--- src/rtl/cam_pkg.sv ---
// Shared definitions for the camera capture path: FSM encoding, image geometry
// defaults and the RGB111 bit layout also used by the read-side filter.
package cam_pkg;

    typedef enum logic [2:0] {
        ST_IDLE,
        ST_ARM,
        ST_SYNC,
        ST_CAP,
        ST_DONE
    } state_e;

    localparam int IMG_W_DEF = 160;
    localparam int IMG_H_DEF = 120;

    localparam int RGB_R_BIT = 2;
    localparam int RGB_G_BIT = 1;
    localparam int RGB_B_BIT = 0;

    typedef logic [2:0] rgb111_t;

    function automatic int img_npix(input int w, input int h);
        return w * h;
    endfunction

    // Keep only the MSB of each RGB565 channel: R5 from byte1[7], G6 from byte1[2], B5 from byte2[4].
    function automatic rgb111_t pack_rgb111(input logic [7:0] byte1, input logic [7:0] byte2);
        rgb111_t p;
        p            = '0;
        p[RGB_R_BIT] = byte1[7];
        p[RGB_G_BIT] = byte1[2];
        p[RGB_B_BIT] = byte2[4];
        return p;
    endfunction

endpackage

--- src/rtl/rgb565_pack.sv ---
// Byte-pair assembler: tracks the byte phase within a line, holds the first byte
// and presents one RGB111 pixel when the second byte arrives.
module rgb565_pack
    import cam_pkg::*;
(
    input  logic       clk,
    input  logic       rst,
    input  logic       en,
    input  logic       href,
    input  logic [7:0] data,
    output logic       pix_valid,
    output rgb111_t    pix
);

    logic       phase_q, phase_d;
    logic [7:0] byte1_q, byte1_d;

    // NOTE: every variable gets a default at the top of always_comb so no path can infer a latch.
    always_comb begin
        phase_d = 1'b0;
        byte1_d = byte1_q;
        if (en && href) begin
            phase_d = ~phase_q;
            if (!phase_q) begin
                byte1_d = data;
            end
        end
    end

    assign pix_valid = en && href && phase_q;
    assign pix       = pack_rgb111(byte1_q, data);

    // NOTE: reset is synchronous and active-low, so rst is only looked at inside the clocked branch.
    always_ff @(posedge clk) begin
        if (!rst) begin
            phase_q <= 1'b0;
            byte1_q <= '0;
        end else begin
            phase_q <= phase_d;
            byte1_q <= byte1_d;
        end
    end

endmodule

--- src/rtl/cam_capture_ctrl.sv ---
// Write-side frame buffer controller on the camera pixel clock: frame sequencing,
// pixel packing, write address generation and capture status.
module cam_capture_ctrl
    import cam_pkg::*;
#(
    parameter int AW    = 15,
    parameter int DW    = 3,
    parameter int IMG_W = IMG_W_DEF,
    parameter int IMG_H = IMG_H_DEF
) (
    input  logic          clk,
    input  logic          rst,
    input  logic          vsync,
    input  logic          href,
    input  logic [7:0]    cam_data,
    input  logic          start,
    input  logic          mode_cont,
    input  logic          abort,
    output logic [AW-1:0] addr_in,
    output logic [DW-1:0] data_in,
    output logic          regwrite,
    output logic          busy,
    output logic          frame_done,
    output logic [7:0]    frame_cnt,
    output logic          ovf_err
);

    localparam int            NPIX     = img_npix(IMG_W, IMG_H);
    localparam logic [AW:0]   NPIX_C   = (AW+1)'(NPIX);
    localparam logic [AW-1:0] ADDR_MAX = AW'(NPIX - 1);

    state_e        state_q, state_d;
    logic          r_vsync_q, r_href_q, vsync_prev_q;
    logic [7:0]    r_data_q;
    logic [AW-1:0] addr_q, addr_d;
    logic [AW:0]   idx_q, idx_d;
    logic [DW-1:0] data_q, data_d;
    logic          regwrite_q, regwrite_d;
    logic          busy_q, busy_d;
    logic          frame_done_q, frame_done_d;
    logic [7:0]    frame_cnt_q, frame_cnt_d;
    logic          ovf_q, ovf_d;

    logic          pix_valid;
    rgb111_t       pix;

    rgb565_pack u_pack (
        .clk       (clk),
        .rst       (rst),
        .en        (state_q == ST_CAP),
        .href      (r_href_q),
        .data      (r_data_q),
        .pix_valid (pix_valid),
        .pix       (pix)
    );

    always_comb begin
        state_d      = state_q;
        addr_d       = addr_q;
        idx_d        = idx_q;
        data_d       = data_q;
        regwrite_d   = 1'b0;
        frame_done_d = 1'b0;
        frame_cnt_d  = frame_cnt_q;
        ovf_d        = ovf_q;

        // Writes are never back-to-back, so the address steps once after each write.
        if (regwrite_q && addr_q != ADDR_MAX) begin
            addr_d = addr_q + AW'(1);
        end

        case (state_q)
            ST_IDLE: begin
                if (start || mode_cont) begin
                    state_d = ST_ARM;
                    ovf_d   = 1'b0;
                end
            end
            ST_ARM: begin
                if (r_vsync_q) state_d = ST_SYNC;
            end
            ST_SYNC: begin
                addr_d = '0;
                idx_d  = '0;
                if (!r_vsync_q) state_d = ST_CAP;
            end
            ST_CAP: begin
                if (pix_valid) begin
                    if (idx_q < NPIX_C) begin
                        regwrite_d = 1'b1;
                        data_d     = pix;
                        idx_d      = idx_q + (AW+1)'(1);
                    end else begin
                        ovf_d = 1'b1;
                    end
                end
                if (r_vsync_q && !vsync_prev_q) begin
                    state_d      = ST_DONE;
                    frame_done_d = 1'b1;
                    frame_cnt_d  = frame_cnt_q + 8'd1;
                end
            end
            ST_DONE: begin
                state_d = mode_cont ? ST_SYNC : ST_IDLE;
            end
            default: state_d = ST_IDLE;
        endcase

        // Abort overrides everything, including a frame end seen in the same cycle.
        if (abort) begin
            state_d      = ST_IDLE;
            regwrite_d   = 1'b0;
            frame_done_d = 1'b0;
            frame_cnt_d  = frame_cnt_q;
        end

        busy_d = (state_d != ST_IDLE);
    end

    // NOTE: sequential state uses non-blocking assignments only; all decisions live in always_comb.
    always_ff @(posedge clk) begin
        if (!rst) begin
            state_q      <= ST_IDLE;
            r_vsync_q    <= 1'b0;
            r_href_q     <= 1'b0;
            r_data_q     <= '0;
            vsync_prev_q <= 1'b0;
            addr_q       <= '0;
            idx_q        <= '0;
            data_q       <= '0;
            regwrite_q   <= 1'b0;
            busy_q       <= 1'b0;
            frame_done_q <= 1'b0;
            frame_cnt_q  <= '0;
            ovf_q        <= 1'b0;
        end else begin
            state_q      <= state_d;
            r_vsync_q    <= vsync;
            r_href_q     <= href;
            r_data_q     <= cam_data;
            vsync_prev_q <= r_vsync_q;
            addr_q       <= addr_d;
            idx_q        <= idx_d;
            data_q       <= data_d;
            regwrite_q   <= regwrite_d;
            busy_q       <= busy_d;
            frame_done_q <= frame_done_d;
            frame_cnt_q  <= frame_cnt_d;
            ovf_q        <= ovf_d;
        end
    end

    assign addr_in    = addr_q;
    assign data_in    = data_q;
    assign regwrite   = regwrite_q;
    assign busy       = busy_q;
    assign frame_done = frame_done_q;
    assign frame_cnt  = frame_cnt_q;
    assign ovf_err    = ovf_q;

endmodule

--- config.mk ---
export PLATFORM = sky130hd
export DESIGN_NAME = cam_capture_ctrl
export DESIGN_NICKNAME = d
export VERILOG_FILES = /design/src/rtl/cam_pkg.sv /design/src/rtl/rgb565_pack.sv /design/src/rtl/cam_capture_ctrl.sv
export SDC_FILE = /design/constraint.sdc
export NUM_CORES = 1
export LEC_CHECK = 0
export BUFFER_PORTS_ARGS = -buffer_cell sky130_fd_sc_hd__buf_2
export CAP_MARGIN = 10
export CORE_UTILIZATION = 59
export DETAILED_ROUTE_END_ITERATION = 7
export GPL_ROUTABILITY_DRIVEN = 0
export PLACE_DENSITY = 0.92
export SETUP_SLACK_MARGIN = 0.1
export SKIP_LAST_GASP = 1
export SLEW_MARGIN = 20
export SYNTH_ARGS = -nofsm -noshare
export SYNTH_HDL_FRONTEND = slang
export SYNTH_SLANG_ARGS = --single-unit
--- constraint.sdc ---
create_clock -name clk -period 3.4 [get_ports clk]
set_input_delay 0.68 -clock clk [delete_from_list [all_inputs] [get_ports clk]]
set_output_delay 0.68 -clock clk [all_outputs]
set_load 0.01 [all_outputs]
After elaboration in Yosys (flattened, before gate mapping)
Cells that the tools add are included.
{ "classes": {"mul": 0, "reduce_logical": 19, "bitwise_logic": 5, "n_div": 0, "n_eq_ne": 9, "n_shift": 0, "magnitude_cmp": 1, "add_sub_neg": 3, "muxes": 16} }
{ "ops": {"columns": ["cell", "n"], "rows": [
  ["$mux W16", 2],
  ["$pmux W16 S2", 1],
  ["$add A16 B1 Y16 const B", 1],
  ["$lt A16 B15 Y1 const B", 1],
  ["$add A15 B1 Y15 const B", 1],
  ["$mux W3", 5],
  ["$ne A15 B15 Y1 const B", 1],
  ["$pmux W3 S5", 1],
  ["$reduce_and A3 Y1", 3],
  ["$add A8 B1 Y8 const B", 1],
  ["$ne A2 B2 Y1 const B", 4],
  ["$eq A3 B2 Y1 const B", 2],
  ["$mux W1", 5],
  ["$not A1 Y1", 5],
  ["$logic_and A1 B1 Y1", 4],
  ["$reduce_and A2 Y1", 2],
  ["$reduce_and A4 Y1", 1],
  ["$reduce_bool A2 Y1", 2],
  ["$reduce_or A4 Y1", 1],
  ["$eq A3 B1 Y1 const B", 1],
  ["$eq A3 B3 Y1 const B", 1],
  ["$logic_not A3 Y1", 1],
  ["$reduce_bool A3 Y1", 1],
  ["$reduce_or A3 Y1", 1],
  ["5 further kinds", 5]
]} }
{ "totals": {"register_bits": 69, "wordCells": 68, "rom_bits": 0, "ramBits": 0, "inputBits": 15, "n_memories": 0, "latchBits": 0} }

Longest topological paths before layout
{ "depth": {"ltp_word": 6, "mapped_depth": 7} }

Modules after synthesis
From an unflattened synthesis, not the netlist that was laid out.
{ "hier_totals": {"cells_unflattened": 336, "area_unflattened_um2": 2957.8} }
{ "by_module_without_submodules": {"columns": ["module", "area_per_inst_um2", "instances", "cells_per_inst", "seq_area_each_um2"], "rows": [
  ["cam_capture_ctrl", 2830.2, 1, 323, 1201.2],
  ["rgb565_pack", 127.6, 1, 13, 60.1]
]} }

Worst setup path before layout
Ideal clock, no wire load.
{ "synth_timing": {"kind": "input port to flip-flop", "start": "in abort", "end": "reg frame_cnt_q[7], in the netlist frame_cnt[7]", "cell_stages": 4, "setup_slack_ps": 1599, "setup_ps": 128, "n_path_buf": 0, "arrival_time_ps": 1673, "path_cell_list": "nor4_2 -> nand4_1 -> xor2_1 -> nor2_1"} }
{ "synth_between": {"elab_chain_len": 2} }
{ "synth_lines": {"columns": ["item", "line_no", "rtl"], "rows": [
  ["from (decl)", "cam_capture_ctrl.sv:18", "input logic abort,"],
  ["$not A1 Y1 (no line)", null, null],
  ["$reduce_and A3 Y1 (no line)", null, null],
  ["to (signal assigned)", "cam_capture_ctrl.sv:148", "frame_cnt_q <= frame_cnt_d;"],
  ["to (decl)", "cam_capture_ctrl.sv:41", "logic [7:0] frame_cnt_q, frame_cnt_d;"]
]} }
No other way between the ends.
A chain may end at the register's enable or synchronous reset.

Worst setup path after layout
{ "layout_timing": {"start": "reg state_q[0]", "end": "reg idx_q[5]"} }
{ "layout_between": {"elab_chain_len": 5, "elab_cells_between_ends": 9, "cone_classes": "eq/ne (4); mux (1); reduce/logical (4)"} }
{ "layout_lines": {"columns": ["item", "line_no", "rtl"], "rows": [
  ["from (decl)", "cam_capture_ctrl.sv:32", "state_e state_q, state_d;"],
  ["from (signal assigned)", "cam_capture_ctrl.sv:137", "state_q <= state_d;"],
  ["$eq A3 B2 Y1", "cam_capture_ctrl.sv:50, cam_capture_ctrl.sv:72", null],
  ["$logic_and A1 B1 Y1 (2 in series)", "rgb565_pack.sv:30", "assign pix_valid = en && href && phase_q;"],
  ["$ne A2 B2 Y1 (no line)", null, null],
  ["$reduce_and A3 Y1 (no line)", null, null],
  ["to (signal assigned)", "cam_capture_ctrl.sv:143", "idx_q <= idx_d;"],
  ["to (decl)", "cam_capture_ctrl.sv:36", "logic [AW:0] idx_q, idx_d;"]
]} }
Parallel ways exist; a longest one is shown, timed or not.

==> results.json <==
{
  "dieArea_sq_um": 4530,
  "clkLatencyLatePin_ns": 0.34,
  "power_density_nw_per_um2": 488,
  "hold_start": "idx_q[15]",
  "critPathMaxFanout": 12,
  "track_usage_pct": 24.7,
  "cts.sinks": 58,
  "hp-class": "flip-flop to flip-flop",
  "skew_ns": 0.00601,
  "fmax_mhz": 439,
  "grt_pass1_wl_mm": 8.11,
  "firstDrtPassIters": 4,
  "cts-root-buf": "clkbuf_8",
  "synth_cells": 289,
  "core_area_sq_um": 4060,
  "rsz0062_at_grt": "false",
  "ant_nets": 0,
  "grt_max_degree": 21,
  "wl_mm": 5.09,
  "synth-async-reset-ratio_pct": 0,
  "slowest_stage": "dfxtp_1",
  "wire_per_inst_microns": 13.1,
  "io_pins": 45,
  "rows": 23,
  "synth_warnings": 0,
  "cts_resized": 0,
  "ys_ff_latch": 58,
  "dp_cells": 372,
  "critPathKind": "flip-flop to flip-flop",
  "hold_violations": 0,
  "antennaDiodeCount": 0,
  "synthToLayoutAreaGrowth_pct": 18.9,
  "drt_iter0_markers": 86,
  "synthesis.nets": 307,
  "ys.flop_type": "dfxtp_1",
  "start_util_pct": 61.9,
  "worst_setup_path_end_kind": "flip-flop",
  "synth_edf_count": 0,
  "clockBufferDepth": 2,
  "r2r_start": "state_q[0]",
  "die_w_microns": 67.3,
  "maxSlewViolCount": 0,
  "max_stage_delay_ns": 0.59,
  "cts_buffers": 9,
  "cp.arrival_ns": 2.55,
  "slew-limit-headroom_pct": 29.0,
  "cp-start-kind": "flip-flop",
  "required_ns": 3.67,
  "cpLargestDelayFamily": "simple AND/OR/NAND/NOR gates",
  "drive_gt1_share_pct": 18.9,
  "syn_avg_cell_area_sq_um": 8.70,
  "fill_cells": 300,
  "grt_pass1_vias": 1928,
  "critical_path_buf_inv_count": 0,
  "cts_setup_buffers": 0,
  "cp-startpoint": "state_q[0]",
  "fin_crit_sh_pct": 67.0,
  "crit_chain": "and3b_1 -> nand3_4 -> or2_1 -> or4_1 -> o21ai_1",
  "htreeDepth": 3,
  "tightest_slew_ns": 1.06,
  "viasPerCell": 5.76,
  "maxCapViolCount": 0,
  "gr-total-overflow": 0,
  "yosysSeqAreaShare_pct": 46.2,
  "clk_pin_slew_worst_paths_ns": 0.06,
  "die_h_microns": 67.3,
  "cts_tree": "yes",
  "status": "finished clean",
  "design_area_sq_um": 2990,
  "synth_area_sq_um": 2510,
  "dp_hpwl_mm": 3.52,
  "setup_viol": 0,
  "worst_slack_ns": 1.12,
  "vias": 2234,
  "holdBufCountCts": 0,
  "finalNonFillerCells": 388,
  "place_area_sq_um": 2750,
  "synth.distinct_cells": 48,
  "vdd_ir_drop_max_mv": 0.345,
  "pre_cts_slack_ns": 1.17,
  "period_needed_ns": 2.28,
  "io_buffers": 39,
  "drcViolationCount": 0,
  "antenna_found_initial": 0,
  "seqCellArea_sq_um": 1160,
  "fin_nets": 351,
  "power_mw": 1.46,
  "finalSetupTns_ns": 0,
  "multi_input_area_sq_um": 1290,
  "power_leakage_nw": 1.15
}
==> report_power, final <==
group	switching [mW]	total (mW)	internal, mW
Sequential	0.00521	0.690	0.685
Clock	0.265	0.736	0.471
Combinational	0.0201	0.0326	0.0125
Total	0.291	1.46	1.17
==> cell families after synthesis <==
logic type | share of synthesized area, %
and+or+nand+nor | 28.8
DFF | 46.2
AOI/OAI and AO/OA | 12.5
xor gates and xnor gates | 6.97
buffers and inverters | 2.44
muxes | 1.59
adders and majority gates | 1.49
==> path summary, 6_finish.rpt <==
path	slack, ns	endpoint	depth (start not counted)
setup / recovery	1.12	idx_q[5]	5
hold / removal	0.46	idx_q[15]	2
setup reg to reg	1.12	idx_q[5]	5
hold reg to reg	0.46	idx_q[15]	2
==> layout make-up <==
type,count,area share (%)
clock buffer,12,5.53
clock inverter,4,2.43
inverter,7,0.879
multi-input combinational,216,43.2
sequential,58,38.8
tap,50,2.09
timing repair buffer,41,7.03
==> routing by layer <==
metal / global-route usage, % / vias to the layer above / share of wire (%)
met5: 0 / - / 0
met1: 26.0 / 1029 / 44
met3: 10.6 / 8 / 5.1
li1: - / 1122 / -
met2: 42.9 / 75 / 49
met4: 10.1 / 0 / 1.6
==> layout by cell type, fill, tap and decap left out, types with 6 or more instances in the layout <==
cell type | Yosys | layout
and2_1 | 8 | 8
nor2_1 | 39 | 39
a21oi_1 | 16 | 16
nand2_1 | 29 | 29
nand3_1 | 13 | 13
o21ai_0 | 12 | 12
clkbuf_8 | 0 | 12
dfxtp_1 | 58 | 58
inv_1 | 6 | 6
buf_2 | 1 | 39
xnor2_1 | 10 | 10
xor2_1 | 10 | 10
nor3_1 | 8 | 8
nand4_1 | 12 | 12
==> tightest hold or removal path, delay by kind of cell, from the launching register on <==
kind | cells | cell delay (ns)
DFF | 1 | 0.30
buffers and inverters | 1 | 0.07
and+or+nand+nor | 1 | 0.05
==> cells in the mapped netlist (2+ instances only) <==
cell type / n / area, sq um
nand4_1: 12 / 75.1
and3_1: 4 / 25.0
ha_1: 3 / 37.5
nand2_1: 29 / 109
xnor2_1: 10 / 87.6
nand3_1: 13 / 65.1
nor4_2: 2 / 25.0
nand2b_1: 2 / 12.5
inv_1: 6 / 22.5
nor2_1: 39 / 146
o21ai_0: 12 / 60.1
mux2i_1: 4 / 40.0
nor4b_1: 2 / 17.5
or3_1: 5 / 31.3
clkbuf_1: 6 / 22.5
a21oi_1: 16 / 80.1
and2_1: 8 / 50.1
a211o_1: 2 / 17.5
nor2b_1: 2 / 12.5
nor3_1: 8 / 40.0
a21o_1: 3 / 22.5
dfxtp_1: 58 / 1160
nor4_1: 4 / 25.0
and4_1: 2 / 17.5
xor2_1: 10 / 87.6
a311oi_1: 3 / 26.3
o21ai_1: 2 / 10.0
o22ai_1: 2 / 12.5
==> metrics by stage <==
step	utilization [%]	hold slack, ns
floorplan	-	0.417
global placement	67.8	0.436
detailed placement	67.8	0.453
CTS	73.7	0.453
global route	73.7	0.475
finish	73.7	0.456
==> registers in the layout, indices dropped and copies added (netlist names) <==
name            cells
addr_in            15
r_data_q            3
ovf_err             1
regwrite            1
u_pack.byte1_q      2
state_q             3
busy                1
r_href_q            1
data_in             3
frame_cnt           8
idx_q              16
r_vsync_q           1
frame_done          1
u_pack.phase_q      1
vsync_prev_q        1
No activity file was read; power rests on OpenSTA's default activity.
